$ cat config.mk
export PLATFORM = sky130hd
export DESIGN_NAME = matrix_column_scanner
export DESIGN_NICKNAME = d
export VERILOG_FILES = /design/src/rtl/matrix_column_scanner.sv
export SDC_FILE = /design/constraint.sdc
export NUM_CORES = 1
export LEC_CHECK = 0
export BUFFER_PORTS_ARGS = -buffer_cell sky130_fd_sc_hd__buf_2
export CAP_MARGIN = 20
export CORE_AREA = 2 2 111 113
export DETAILED_ROUTE_END_ITERATION = 10
export DIE_AREA = 0 0 113 115
export PLACE_DENSITY = 0.5
export SLEW_MARGIN = 20
export SYNTH_ARGS = -nofsm -noshare
export SYNTH_HDL_FRONTEND = slang
export SYNTH_SLANG_ARGS = --single-unit
$ cat constraint.sdc
create_clock -name clock -period 2.29 [get_ports clock]
set_input_delay 0.1145 -clock clock [delete_from_list [all_inputs] [get_ports clock]]
set_output_delay 0.1145 -clock clock [all_outputs]
set_load 0.02 [all_outputs]
$ cat src/rtl/matrix_column_scanner.sv
`default_nettype none
// ============================================================================
// Module   : matrix_column_scanner
// Brief    : Time-multiplexed column scanner for a 5x7 LED matrix. Latches
//            five column images into a shadow buffer once per frame, drives
//            one active-low column select at a time with a blanking window at
//            the start of each slot, and toggles the upstream view selector
//            every FRAMES_PER_VIEW frames.
// Revision : 1.0 - initial release
// ============================================================================
module matrix_column_scanner #(
    parameter int CLK_DIVIDER     = 1000,
    parameter int BLANK_CYCLES    = 50,
    parameter int FRAMES_PER_VIEW = 100
) (
    input  logic       clock,
    input  logic       reset,
    input  logic       enable,
    input  logic [6:0] column_4,
    input  logic [6:0] column_3,
    input  logic [6:0] column_2,
    input  logic [6:0] column_1,
    input  logic [6:0] column_0,
    output logic [4:0] matrix_columns,
    output logic [6:0] matrix_rows,
    output logic       selector,
    output logic       frame_tick
);

    localparam int                 c_DIV_W      = $clog2(CLK_DIVIDER);
    localparam int                 c_FRAME_W    = $clog2(FRAMES_PER_VIEW + 1);
    localparam logic [c_DIV_W-1:0] c_DIV_LAST   = c_DIV_W'(CLK_DIVIDER - 1);
    localparam logic [c_DIV_W-1:0] c_BLANK      = c_DIV_W'(BLANK_CYCLES);
    localparam logic [c_FRAME_W-1:0] c_FRAME_LAST = c_FRAME_W'(FRAMES_PER_VIEW - 1);
    localparam logic [2:0]         c_COL_LAST   = 3'd4;

    logic [c_DIV_W-1:0]   r_div_cnt;
    logic [2:0]           r_col_idx;
    logic [c_FRAME_W-1:0] r_frame_cnt;
    logic [6:0]           r_shadow [5];
    logic                 r_prime;
    logic                 r_selector;
    logic                 r_frame_tick;
    logic [4:0]           r_cols;
    logic [6:0]           r_rows;

    logic                 w_tc;
    logic                 w_col_legal;
    logic                 w_frame_wrap;
    logic                 w_view_wrap;
    logic                 w_load;
    logic [4:0]           w_col_sel_n;
    logic [6:0]           w_row_data;

    // Slot/frame/view boundary strobes; all are qualified by enable so a
    // paused scan can never wrap, load or toggle.
    assign w_tc         = enable && (r_div_cnt == c_DIV_LAST);
    assign w_col_legal  = (r_col_idx <= c_COL_LAST);
    assign w_frame_wrap = w_tc && (r_col_idx == c_COL_LAST);
    assign w_view_wrap  = w_frame_wrap && (r_frame_cnt == c_FRAME_LAST);
    // r_prime makes the first enabled cycle after reset load the shadow so
    // the very first frame is not blank.
    assign w_load       = enable && (r_prime || w_frame_wrap);

    // Decode the column index into the active-low select and pick its shadow row data.
    always_comb begin
        w_col_sel_n = 5'b11111;
        w_row_data  = 7'b0;
        case (r_col_idx)
            3'd0: begin w_col_sel_n = 5'b11110; w_row_data = r_shadow[0]; end
            3'd1: begin w_col_sel_n = 5'b11101; w_row_data = r_shadow[1]; end
            3'd2: begin w_col_sel_n = 5'b11011; w_row_data = r_shadow[2]; end
            3'd3: begin w_col_sel_n = 5'b10111; w_row_data = r_shadow[3]; end
            3'd4: begin w_col_sel_n = 5'b01111; w_row_data = r_shadow[4]; end
            default: begin w_col_sel_n = 5'b11111; w_row_data = 7'b0; end
        endcase
    end

    // Slot prescaler: free-runs 0..CLK_DIVIDER-1 while enabled, holds otherwise.
    always_ff @(posedge clock) begin
        if (reset) begin
            r_div_cnt <= '0;
        end else if (enable) begin
            r_div_cnt <= (r_div_cnt == c_DIV_LAST) ? '0 : r_div_cnt + 1'b1;
        end
    end

    // Column index: advances per slot; an illegal value is pulled back to 0 unconditionally.
    always_ff @(posedge clock) begin
        if (reset) begin
            r_col_idx <= 3'd0;
        end else if (!w_col_legal) begin
            r_col_idx <= 3'd0;
        end else if (w_tc) begin
            r_col_idx <= (r_col_idx == c_COL_LAST) ? 3'd0 : r_col_idx + 3'd1;
        end
    end

    // Frame counter and view selector, toggled on the last frame of each view.
    always_ff @(posedge clock) begin
        if (reset) begin
            r_frame_cnt <= '0;
            r_selector  <= 1'b1;
        end else if (w_frame_wrap) begin
            if (w_view_wrap) begin
                r_frame_cnt <= '0;
                r_selector  <= ~r_selector;
            end else begin
                r_frame_cnt <= r_frame_cnt + 1'b1;
            end
        end
    end

    // Shadow buffer: all five columns captured together so a frame never tears.
    always_ff @(posedge clock) begin
        if (reset) begin
            for (int i = 0; i < 5; i++) begin
                r_shadow[i] <= 7'b0;
            end
            r_prime <= 1'b1;
        end else if (w_load) begin
            r_shadow[0] <= column_0;
            r_shadow[1] <= column_1;
            r_shadow[2] <= column_2;
            r_shadow[3] <= column_3;
            r_shadow[4] <= column_4;
            r_prime     <= 1'b0;
        end
    end

    // Registered outputs: column/row decode, blanking window and frame pulse.
    always_ff @(posedge clock) begin
        if (reset) begin
            r_cols       <= 5'b11111;
            r_rows       <= 7'b0;
            r_frame_tick <= 1'b0;
        end else begin
            r_frame_tick <= w_frame_wrap;
            if (!enable) begin
                r_cols <= 5'b11111;
                r_rows <= 7'b0;
            end else begin
                r_cols <= w_col_sel_n;
                r_rows <= (r_div_cnt >= c_BLANK) ? w_row_data : 7'b0;
            end
        end
    end

    assign matrix_columns = r_cols;
    assign matrix_rows    = r_rows;
    assign selector       = r_selector;
    assign frame_tick     = r_frame_tick;

endmodule
`default_nettype wire

---- After elaboration in Yosys (flattened, before gate mapping) ----
Memories as Yosys holds them, arrays and structs flattened.
Cells that the tools add are included.
storage, ports and cells
  register bits after elaboration ......... 35
  memory bits (writable) .................. 35
  input port bits ......................... 38
  output and inout port bits .............. 14
  logic and storage cells ................. 54
  memories kept ........................... 1
cells by class
  add/sub/neg operators ................... 3
  magnitude comparators ................... 2
  equality and inequality tests ........... 6
  muxes and demuxes ....................... 15
  bitwise logic cells ..................... 9
  reductions and logical operators ........ 10
memory list
  memory    words  width  rd ports  clocked after Yosys merged registers in  wr ports  RTL line  text
  r_shadow  5      7      5         0                                        5         40        logic [6:0] r_shadow [5];
operator list
  cell                                                                    number
  7-bit two-way mux                                                       6
  7-bit one-hot mux with 5 select lines                                   1
  5-bit one-hot mux with 5 select lines                                   1
  10-bit by 1-bit adder with 10-bit output, second input constant         1
  10-bit == test, second input constant                                   1
  10-bit by 6-bit >= comparator with 1-bit output, second input constant  1
  10-bit two-way mux                                                      1
  7-bit by 1-bit adder with 7-bit output, second input constant           1
  7-bit == test, second input constant                                    1
  3-bit by 2-bit == test with 1-bit output, second input constant         2
  1-bit two-way mux                                                       5
  1-bit bitwise OR                                                        5
  1-bit logical AND                                                       4
  1-bit NOT                                                               4
  2-bit OR reduction                                                      2
  3-bit by 1-bit adder with 3-bit output, second input constant           1
  3-bit by 1-bit == test with 1-bit output, second input constant         1
  3-bit == test, second input constant                                    1
  3-bit <= comparator, second input constant                              1
  3-bit logical NOT                                                       1
  3-bit two-way mux                                                       1
  3-bit OR reduction                                                      1
  2-bit AND reduction                                                     1
  1-bit logical OR                                                        1

---- Longest topological paths before layout ----
Gate-level depths: netlist (run 1).
  depth after elaboration ................. 9
  depth in mapped cells ................... 7

---- Least setup slack after synthesis (run 1) ----
No wires, ideal clock.
  path kind ............................... flip-flop to flip-flop
  start point ............................. register r_col_idx[0]
  end point ............................... memory r_shadow[0][0] (enable)
  arrival time ............................ 1.823 ns
  data required time ...................... 1.791 ns
  slack ................................... -0.032 ns
  cell stages (with the launch flop) ...... 7
  cells stage by stage .................... dfxtp_1 inv_1 ha_1 and2_2 buf_6 nand4_4 nand2_1
RTL lines
  what                    RTL line  text
  from (decl)             38        logic [2:0] r_col_idx;
  from (signal assigned)  95        r_col_idx <= (r_col_idx == c_COL_LAST) ? 3'd0 : r_col_idx + 3'd1;
  to (decl)               40

==> results of run 1 <==
==> power groups by stage <==
stage / sequential [uW] / combinational [uW] / clock, uW
floorplan: 1410 / 68.9 / 0
global placement: 1420 / 117 / 0
detailed placement: 1420 / 118 / 0
CTS: 1390 / 119 / 1410
global route: 1390 / 137 / 1470
finish: 1390 / 120 / 1370
==> cell usage after synthesis, types with 3 or more instances <==
master    count  share of area
and2_1       36          0.074
dfxtp_1      35           0.23
edfxtp_1     35           0.35
nand2_1      22          0.027
nor2_1       18          0.022
a21oi_1      10          0.017
a22oi_1      10          0.025
ha_1          8          0.033
nand3_1       8          0.013
xnor2_1       7          0.020
inv_1         6         0.0074
o21ai_0       6         0.0099
a31oi_1       5          0.010
or3_1         5          0.010
buf_6         4          0.015
nand4_1       4         0.0083
nor2b_1       4         0.0083
nor3_1        4         0.0066
xor2_1        4          0.012
clkbuf_1      3         0.0037
nor4_1        3         0.0062
==> worst max-delay path by stage <==
stage                 startpoint         endpoint  slack [ns]
floorplan           r_col_idx[0]   r_shadow[0][0]        0.30
global placement    r_col_idx[0]  r_shadow[0][18]        0.23
detailed placement  r_col_idx[0]  r_shadow[0][14]        0.18
CTS                 r_col_idx[0]  r_shadow[0][14]        0.16
global route        r_col_idx[0]   r_shadow[0][3]        0.04
finish              r_col_idx[0]  r_shadow[0][23]        0.25
==> cell type report <==
cell class              instances  area [um^2]
clock inverters                 7        70.07
repair buffers                 57        312.8
multi-input cells             181         1191
clock buffers                   9        225.2
flip-flops and latches         70         1752
fillers                      1232         8054
inverters                       6        22.52
well taps                     147        183.9
==> through the flow <==
stage	setup WS (ns)	instances
2_1_floorplan	0.2960	266
3_3_place_gp	0.2324	460
3_5_place_dp	0.1778	460
4_1_cts	0.1649	476
5_1_grt	0.04084	477
6_report	0.2516	477
==> metal layers <==
metal,wire [um],global-route usage,vias up
met5,0,0,-
met4,74,0.03171,0
met3,508,0.03901,6
met2,3030,0.1661,77
met1,2967,0.1345,999
li1,-,-,1073
==> state kept, by name, indices dropped and copies added (netlist names) <==
register	count
matrix_rows	7
r_prime	1
r_col_idx	3
r_shadow	35
matrix_columns	5
selector	1
frame_tick	1
r_frame_cnt	7
r_div_cnt	10
==> critical path, delay by kind of cell (launching register included) <==
kind                     cells  cell delay, ns
AND/OR/NAND/NOR              3            1.04
flip-flops                   1            0.36
AO/OA/AOI/OAI                1            0.20
adder cells (fa/ha/maj)      1            0.18
buffers and inverters        1            0.12
==> repair_timing <==
action | 4_1_cts | 5_1_grt
setup buffers | 0 | 0
setup endpoints to repair | 0 | 6
gates resized for setup | 0 | 0
==> cells by family after synthesis <==
kind of cell    after synthesis
compound gates               42
mux                           1
simple gates                118
flops                        70
buf+inv                      16
fa+ha+maj                     8
xor+xnor                     11
==> reports/results.ini, run 1 <==
[critical_path]
startpoint_type=register
cpPeakStageDelay_ns=0.66
worstSetupPathType=reg -> reg
ff2ff_path_depth=6
rr_endpoint=r_shadow[0][23]
crit_path_end_kind=register
rrSetupSlack_ns=0.25
cp.required_ns=2.49
cp_cell_sequence=inv_1, ha_1, and2_2, a41oi_2, nor3_2, and2_1
crit_fanout=17
cp_slowest_cell=nor3_2
crit-reg2reg-launch=r_col_idx[0]
worstPathArrival_ns=2.24

[detailed_routing]
dr.first_iter.drc_count=89
via_per_inst=4.518
drc_errors=2
vias=2155
ant_nets=0
firstDrtPassIters=8
wirelength_um=6581
routedWlPerCell_um=13.80

[yosys]
synth_nets=312
yosysUniqueCellTypes=44
synthArstFlopShare=0
synth_edf_count=35
syn_inst=266
synthAdderAreaFrac=0.03307
synth_top_family_by_area=simple AND/OR/NAND/NOR gates
syn_avg_cell_area_um2=11.38
ys_warn_count=0
post_synth_and_or_nand_nor_area_fraction=0.2253
synthXorXnorAreaFrac=0.03183
synth-compound-area-share=0.09591
ys_seq_area_frac=0.5788
ys_ff_latch=70
synthMuxAreaShare=0.003307
syn_area_um2=3027
synth_flop_cell=edfxtp_1

[floorplanning]
dieArea_um2=13000
die_h_um=115
io-pin-count=52
die_w_um=113
initial_core_util=0.2563
rows=40
coreArea_um2=11810

[power_and_ir_drop]
vdd_ir_drop_max_v=0.0003739
swShare=0.2362
switchingPower_uw=679.5
total_power_uw=2877
comb_power_share=0.042
clockPowerShare=0.475
power_density_nw_per_um2=765.6
p_seq_frac=0.483
p_int_uw=2197
leakagePower_uw=0.001445

[timing]
rsz0062_at_grt=false
hold-worst-slack_ns=0.05080
tns_ns=0
layout_worst_path_cycle_share=0.8901
setup_viol=0
tightest_slew_ns=0.7974
hold_viol=0
fin_worst_skew_ns=0.009728
maxSlewHeadroom=0.4655
period_needed_ns=2.038
max_clock_freq_ghz=0.4906
final_max_slew_viol_count=0

[grt]
grt_pass1_vias=2177
grt.total_usage=0.1049
grt_max_degree=36
grt_first_pass_wirelength_um=10590
grt_overflow=0
grt_antenna_before_repair=0

[finish]
n_antenna_cell=0
fin_util=0.3181
drive_above_1_share=0.2485
layout.cells.most_common=buf_2
most-common-layout-cells=51 x buf_2, 36 x and2_1, 35 x dfxtp_1, 35 x edfxtp_1, 21 x nand2_1
stdcell_area_um2=3757
fin_nets=371
area_delta_synth_final_pct=24.14

[clock_tree]
clk_latency_ns=0.33
cts_hold_buf=0
ctsHtreeMaxLevel=3
clkTransAtPathRegs_ns=0.07
clk_path_buf_depth=2
cts_inserted_buffers=9
clockRootBuffer=clkbuf_16
cts.sinks=70
cts_tree=done

[placed_design]
dpl_cell_area_um2=3452
routabilityCongestion=0.7641
dpl.hpwl_um=4506
port_buffers=51

[status]
violations=DRC
outcome=finished with violations

[hold_path]
min_to=r_shadow[0][13]
worstHoldPathCells=2
hold_path.class=in -> reg
hold_start=column_1[6]

[flow_run]
drv_cap=0

Note: power is estimated with default switching activity, not from simulation.
==> run 2, diff against run 1 <==
Settings changed: CORE_AREA 2 2 111 113 to 2 2 81 83, DIE_AREA 0 0 113 115 to 0 0 83 85, GPL_TIMING_DRIVEN from default to 0, PLACE_DENSITY 0.5 to 0.8.
==> run 2 against run 1 <==
Die area fell by 46%. Sequential power about the same. Core utilization grew 27 points. The run now ends clean. Register-to-register slack worse by 0.12 ns. Final area shrank 3.0%. Count of clock-buffer cells in the layout is 1 higher. Non-clock buffer count increased by 3. Flip-flop and latch count is the same. Routed wire length down 6.4%. Via count about the same. Largest cell class unchanged. Hold slack got worse by 0.013 ns. Combinational power about the same.
==> reports/results.ini, run 2 (same netlist as run 1, synthesis figures left out) <==
[status]
outcome=complete, no violations

[finish]
layout.cells.non_filler=409  ; -14%
n_antenna_cell=0  ; unchanged
top_regs=r_shadow x35, r_div_cnt x10
drive_above_1_share=0.2440  ; -0.004509
regMostFlops=r_shadow
nFillCells=507  ; -59%
stdcell_area_um2=3643  ; -3.0%
largest_reg_flops=35  ; unchanged
area_delta_synth_final_pct=20.38
most-common-layout-cells=52 x buf_2, 36 x and2_1, 35 x dfxtp_1, 35 x edfxtp_1, 21 x nand2_1
fin_nets=373  ; +0.54%
layout.cells.most_common=buf_2

[clock_tree]
clk_path_buf_depth=2  ; unchanged
clockRootBuffer=clkbuf_8
postCtsSetupBuffers=0  ; unchanged
cts_inserted_buffers=9  ; unchanged
cts_tree=done
clkTransAtPathRegs_ns=0.07  ; about the same
ctsHtreeMaxLevel=3  ; unchanged
cts.sinks=70  ; unchanged
cts_hold_buf=0  ; unchanged
clk_latency_ns=0.35  ; +0.02 ns

[grt]
grt.total_usage=0.1789  ; +0.07405
grt_antenna_before_repair=0  ; unchanged
grt_pass1_vias=2034  ; -6.6%
grt_first_pass_wirelength_um=9660  ; -8.8%
grt_overflow=0  ; unchanged
grt_max_degree=36  ; unchanged

[power_and_ir_drop]
p_int_uw=2261  ; +2.9%
power_density_nw_per_um2=771.6  ; +0.78%
swShare=0.1956  ; -0.04059
leakagePower_uw=0.001436  ; -0.66%
vdd_ir_drop_max_v=0.0003992  ; +6.8%
p_seq_frac=0.495  ; +0.012
switchingPower_uw=550.0  ; -19%
comb_power_share=0.043  ; about the same
clockPowerShare=0.462  ; -0.013

[detailed_routing]
drc_errors=0  ; -2
via_per_inst=5.264  ; +17%
dr.first_iter.drc_count=155  ; +74%
vias=2153  ; -0.093%
ant_nets=0  ; unchanged
firstDrtPassIters=6  ; -2
wirelength_um=6159  ; -6.4%
routedWlPerCell_um=15.06  ; +9.1%

[critical_path]
crit-reg2reg-launch=r_col_idx[0]
cp.required_ns=2.28  ; -0.21 ns
worstSetupEndpoint=r_shadow[0][25]
worstSetupPathType=reg -> reg
rrSetupSlack_ns=0.13  ; -0.12 ns
worstPathArrival_ns=2.15  ; -0.09 ns
crit_path_end_kind=register
rr_endpoint=r_shadow[0][25]
startpoint_type=register
ff2ff_path_depth=6  ; unchanged
crit_fanout=35  ; +18
setup.worst_path.start=r_col_idx[0]

[timing]
tightest_slew_ns=0.5434  ; -0.2540 ns
setup_viol=0  ; unchanged
tns_ns=0  ; unchanged
final_max_slew_viol_count=0  ; unchanged
fin_worst_skew_ns=0.008084  ; -0.001644 ns
hold_viol=0  ; unchanged
layout_worst_path_cycle_share=0.9420  ; +0.05190
rsz0062_at_grt=false
hold-worst-slack_ns=0.03749  ; -0.01331 ns
period_needed_ns=2.157  ; +0.1188 ns
max_clock_freq_ghz=0.4636  ; -5.5%
fin_ws_ns=0.1328  ; -0.1188 ns
maxSlewHeadroom=0.6370  ; +0.1715

[floorplanning]
initial_core_util=0.4878  ; +0.2315
die_h_um=85  ; -26%
coreArea_um2=6205  ; -47%
die_w_um=83  ; -27%
dieArea_um2=7055  ; -46%
rows=29  ; -28%
io-pin-count=52  ; unchanged

[placed_design]
dpl_cell_area_um2=3376  ; -2.2%
routabilityCongestion=0.7666  ; +0.33%
placedCellCount=393  ; -15%
port_buffers=50  ; -2.0%
dp_slack_ns=-0.09544  ; -0.2732 ns
dpl.hpwl_um=4243  ; -5.8%

[hold_path]
hold_path.class=in -> reg

[flow_run]
drv_cap=0  ; unchanged

## run 2: cell count changes in the layout (fill, tap and decap cells not counted), sizes merged
| cell | delta |
|---|---|
| inv | -6 |
| bufinv | +4 |
| clkbuf | +4 |
| clkinvlp | -1 |
| clkinv | +2 |
| nor3 | -1 |
## run 2: worst min-delay path by stage
stage                            from  cells past startpoint  slack, ns               to
after floorplan                 reset                      1       0.22         selector
after global placement    column_4[5]                      2       0.39  r_shadow[0][33]
after detailed placement  column_1[5]                      2       0.39  r_shadow[0][12]
after CTS                 column_1[5]                      2       0.03  r_shadow[0][12]
after global routing      column_2[0]                      2       0.03  r_shadow[0][14]
final                     column_1[5]                      2       0.04  r_shadow[0][12]
## run 2: stage by stage
| stage | power (uW) | util |
|---|---|---|
| after CTS | 2825 | 0.5870 |
| after global placement | 1533 | 0.5441 |
| after floorplan | 1483 | - |
| after detailed placement | 1541 | 0.5441 |
| final | 2811 | 0.5872 |
| after global routing | 2897 | 0.5872 |
## run 2: critical path, cell delays in order, from the launching register on
cell and delay (ns):
dfxtp_1 0.37, inv_1 0.12, ha_1 0.30, and2_2 0.22
buf_6 0.16, nand4_4 0.20, nand2_4 0.42
## run 2: layout make-up
class	instances	area [um^2]	area share
Buffer	10	75.07	0.02060
Clock buffer	10	127.6	0.03503
Clock inverter	6	133.9	0.03674
Inverter	6	22.52	0.006181
Multi-Input combinational cell	180	1186	0.3256
Sequential cell	70	1752	0.4808
Tap cell	77	96.34	0.02644
Timing Repair Buffer	50	250.2	0.06868
## run 2: metal layers
layer	vias to the layer above	global-route usage	wire length [um]
li1	1074	-	-
met1	1019	0.2027	2570
met2	51	0.3079	3188
met3	9	0.05058	280
met4	0	0.09538	120
met5	-	0	0
## run 2: power groups by stage
stage	logic, uW	clock network, uW	registers (uW)
after CTS	122	1310	1390
after floorplan	68.9	0	1410
after global placement	116	0	1420
after detailed placement	120	0	1420
final	121	1300	1390
after global routing	134	1370	1400
## run 2: repair_timing
item | CTS | global route
pin swaps | 0 | 0
endpoints found under the setup margin | 35 | 5
resized for setup | 1 | 2
==> run 3, diff against run 2 <==
Settings changed: CTS_BUF_LIST from default to sky130_fd_sc_hd__clkbuf_8, MAX_ROUTING_LAYER from default to met4, PLACE_DENSITY 0.8 to 0.77.
Clock period 2.29 ns to 2 ns, I/O delays scaled along.
==> run 3 against run 2 <==
Hold slack got worse by 0.010 ns. Critical path depth rose by 1. Die area did not move. Routed wire length fell by 0.83%. Core utilization rose by 0.081 points. Clock skew rose by 0.0025 ns. Final area rose by 0.14%. Critical path type unchanged.
==> reports/results.ini, run 3 (same netlist as run 1, synthesis figures left out) <==
[grt]
grt_first_pass_wirelength_um=9942  ; +2.9%
grt.total_usage=0.1863  ; +0.007402
grt_overflow=0  ; unchanged
grt_pass1_vias=2024  ; -0.49%
grt_antenna_before_repair=0  ; unchanged
grt_max_degree=19  ; -47%

[finish]
most-common-layout-cells=52 x buf_2, 36 x and2_1, 35 x dfxtp_1, 35 x edfxtp_1, 20 x nand2_1
drive_above_1_share=0.2700  ; +0.02605
area_delta_synth_final_pct=20.55
top_regs=r_shadow x35, r_div_cnt x10
regMostFlops=r_shadow
nFillCells=516  ; +1.8%
layout.cells.most_common=buf_2
fin_nets=378  ; +1.3%
largest_reg_flops=35  ; unchanged
multi_input_area_um2=1221  ; +3.0%
n_antenna_cell=0  ; unchanged
regArea_um2=1752  ; unchanged
layout.cells.non_filler=414  ; +1.2%
fin_util=0.5880  ; +0.0008070

[clock_tree]
ctsHtreeMaxLevel=3  ; unchanged
clkTransAtPathRegs_ns=0.08  ; about the same
cts_hold_buf=0  ; unchanged
clk_path_buf_depth=2  ; unchanged
cts_inserted_buffers=9  ; unchanged
cts.sinks=70  ; unchanged
clk_latency_ns=0.34  ; about the same
cts_tree=done
clockRootBuffer=clkbuf_8

[detailed_routing]
drc_errors=0  ; unchanged
firstDrtPassIters=4  ; -2
routedWlPerCell_um=14.75  ; -2.0%
wirelength_um=6108  ; -0.83%
ant_nets=0  ; unchanged
vias=2182  ; +1.3%
dr.first_iter.drc_count=163  ; +5.2%
via_per_inst=5.271  ; +0.12%

[timing]
rsz0062_at_grt=false
layout_worst_path_cycle_share=0.9500  ; +0.008020
maxSlewHeadroom=0.5169  ; -0.1201
max_clock_freq_ghz=0.5263  ; +14%
hold_viol=0  ; unchanged
period_needed_ns=1.900  ; -0.2571 ns
tightest_slew_ns=0.7247  ; +0.1812 ns
fin_worst_skew_ns=0.01060  ; +0.002515 ns
setup_viol=0  ; unchanged
final_max_slew_viol_count=0  ; unchanged

[critical_path]
cp.required_ns=2.04  ; -0.24 ns
crit-reg2reg-launch=r_col_idx[1]
startpoint_type=register
ff2ff_path_depth=7  ; +1
crit_fanout=18  ; -49%
worstPathArrival_ns=1.94  ; -0.21 ns
rrSetupSlack_ns=0.1  ; -0.03 ns
worstSetupPathType=reg -> reg
rr_endpoint=r_shadow[0][0]
crit_path_end_kind=register

[hold_path]
hold_path.class=in -> reg
hold_start=column_0[5]
worstHoldPathCells=2  ; unchanged
min_to=r_shadow[0][5]

[status]
outcome=complete, no violations

[power_and_ir_drop]
power_density_nw_per_um2=785.2  ; +1.8%
vdd_ir_drop_max_v=0.0004527  ; +13%
leakagePower_uw=0.001422  ; -0.96%
total_power_uw=2865  ; +1.9%

[floorplanning]
io-pin-count=52  ; unchanged
die_h_um=85  ; unchanged
die_w_um=83  ; unchanged
rows=29  ; unchanged
initial_core_util=0.4878  ; unchanged
dieArea_um2=7055  ; unchanged
coreArea_um2=6205  ; unchanged

[placed_design]
dpl.hpwl_um=4121  ; -2.9%
placedCellCount=393  ; unchanged
port_buffers=50  ; unchanged
routabilityCongestion=0.8032  ; +4.8%

[flow_run]
drv_cap=0  ; unchanged

run 3: cell types whose count changed in the layout (fill, tap and decap cells not counted), moves of 2 or more:
cell | previous run | this run
bufinv_16 | 4 | 1
clkinvlp_4 | 0 | 4
clkbuf_1 | 3 | 1
buf_4 | 1 | 6
run 3: routing by layer:
layer | global-route usage | up-vias | share of wire
li1 | - | 1086 | -
met1 | 0.2315 | 1035 | 0.44
met2 | 0.2911 | 57 | 0.51
met3 | 0.04961 | 4 | 0.046
met4 | 0.07601 | 0 | 0.0090
met5 | - | - | 0
run 3: critical path, stage by stage, from the launching register on:
cell and delay [ns]:
dfxtp_1 0.36, inv_1 0.16, ha_4 0.20, and2_2 0.18
buf_6 0.16, nand4_4 0.18, buf_4 0.22, nand2_8 0.13
run 3: cell type report:
type,instances,share of cell area
flip-flops and latches,70,0.4801
repair buffers,55,0.07888
clock inverters,7,0.02023
inverters,6,0.006173
clock buffers,9,0.03395
well taps,77,0.02641
multi-input cells,181,0.3347
plain buffers,9,0.01955
run 3: worst max path at each step:
stage / from / to / slack, ns / cells past startpoint
final: r_col_idx[1] / r_shadow[0][0] / 0.1 / 7
after global routing: r_col_idx[1] / r_shadow[0][0] / 0.008 / 7
after CTS: r_col_idx[2] / matrix_rows[1] / 0.005 / 7
after detailed placement: r_col_idx[0] / r_shadow[0][12] / -0.41 / 6
after global placement: r_col_idx[0] / r_shadow[0][26] / -0.34 / 6
after floorplan: r_col_idx[0] / r_shadow[0][0] / 0.006 / 6
run 3: where the power goes:
group | internal, uW | switching, uW | total, uW
Clock | 577 | 548 | 1120
Sequential | 1570 | 23.5 | 1590
Combinational | 69.1 | 77.7 | 147
Total | 2220 | 649 | 2860
run 3: what timing repair did:
action                                  CTS  global route
cloned                                    1             0
endpoints found under the setup margin   59            28
resized for setup                         5             3
setup buffers                             2             3
pin swaps                                 2             1
run 3: per-stage QoR:
stage	hold slack, ns	cell area (um^2)	setup TNS [ns]	setup WS [ns]
6_report	0.02704	3649	0	0.09992
2_1_floorplan	0.2043	3029	0	0.005953
4_1_cts	0.01182	3627	0	0.005012
3_3_place_gp	0.3771	3376	-12.80	-0.3428
3_5_place_dp	0.3789	3376	-15.38	-0.4132
5_1_grt	0.008426	3649	0	0.008358
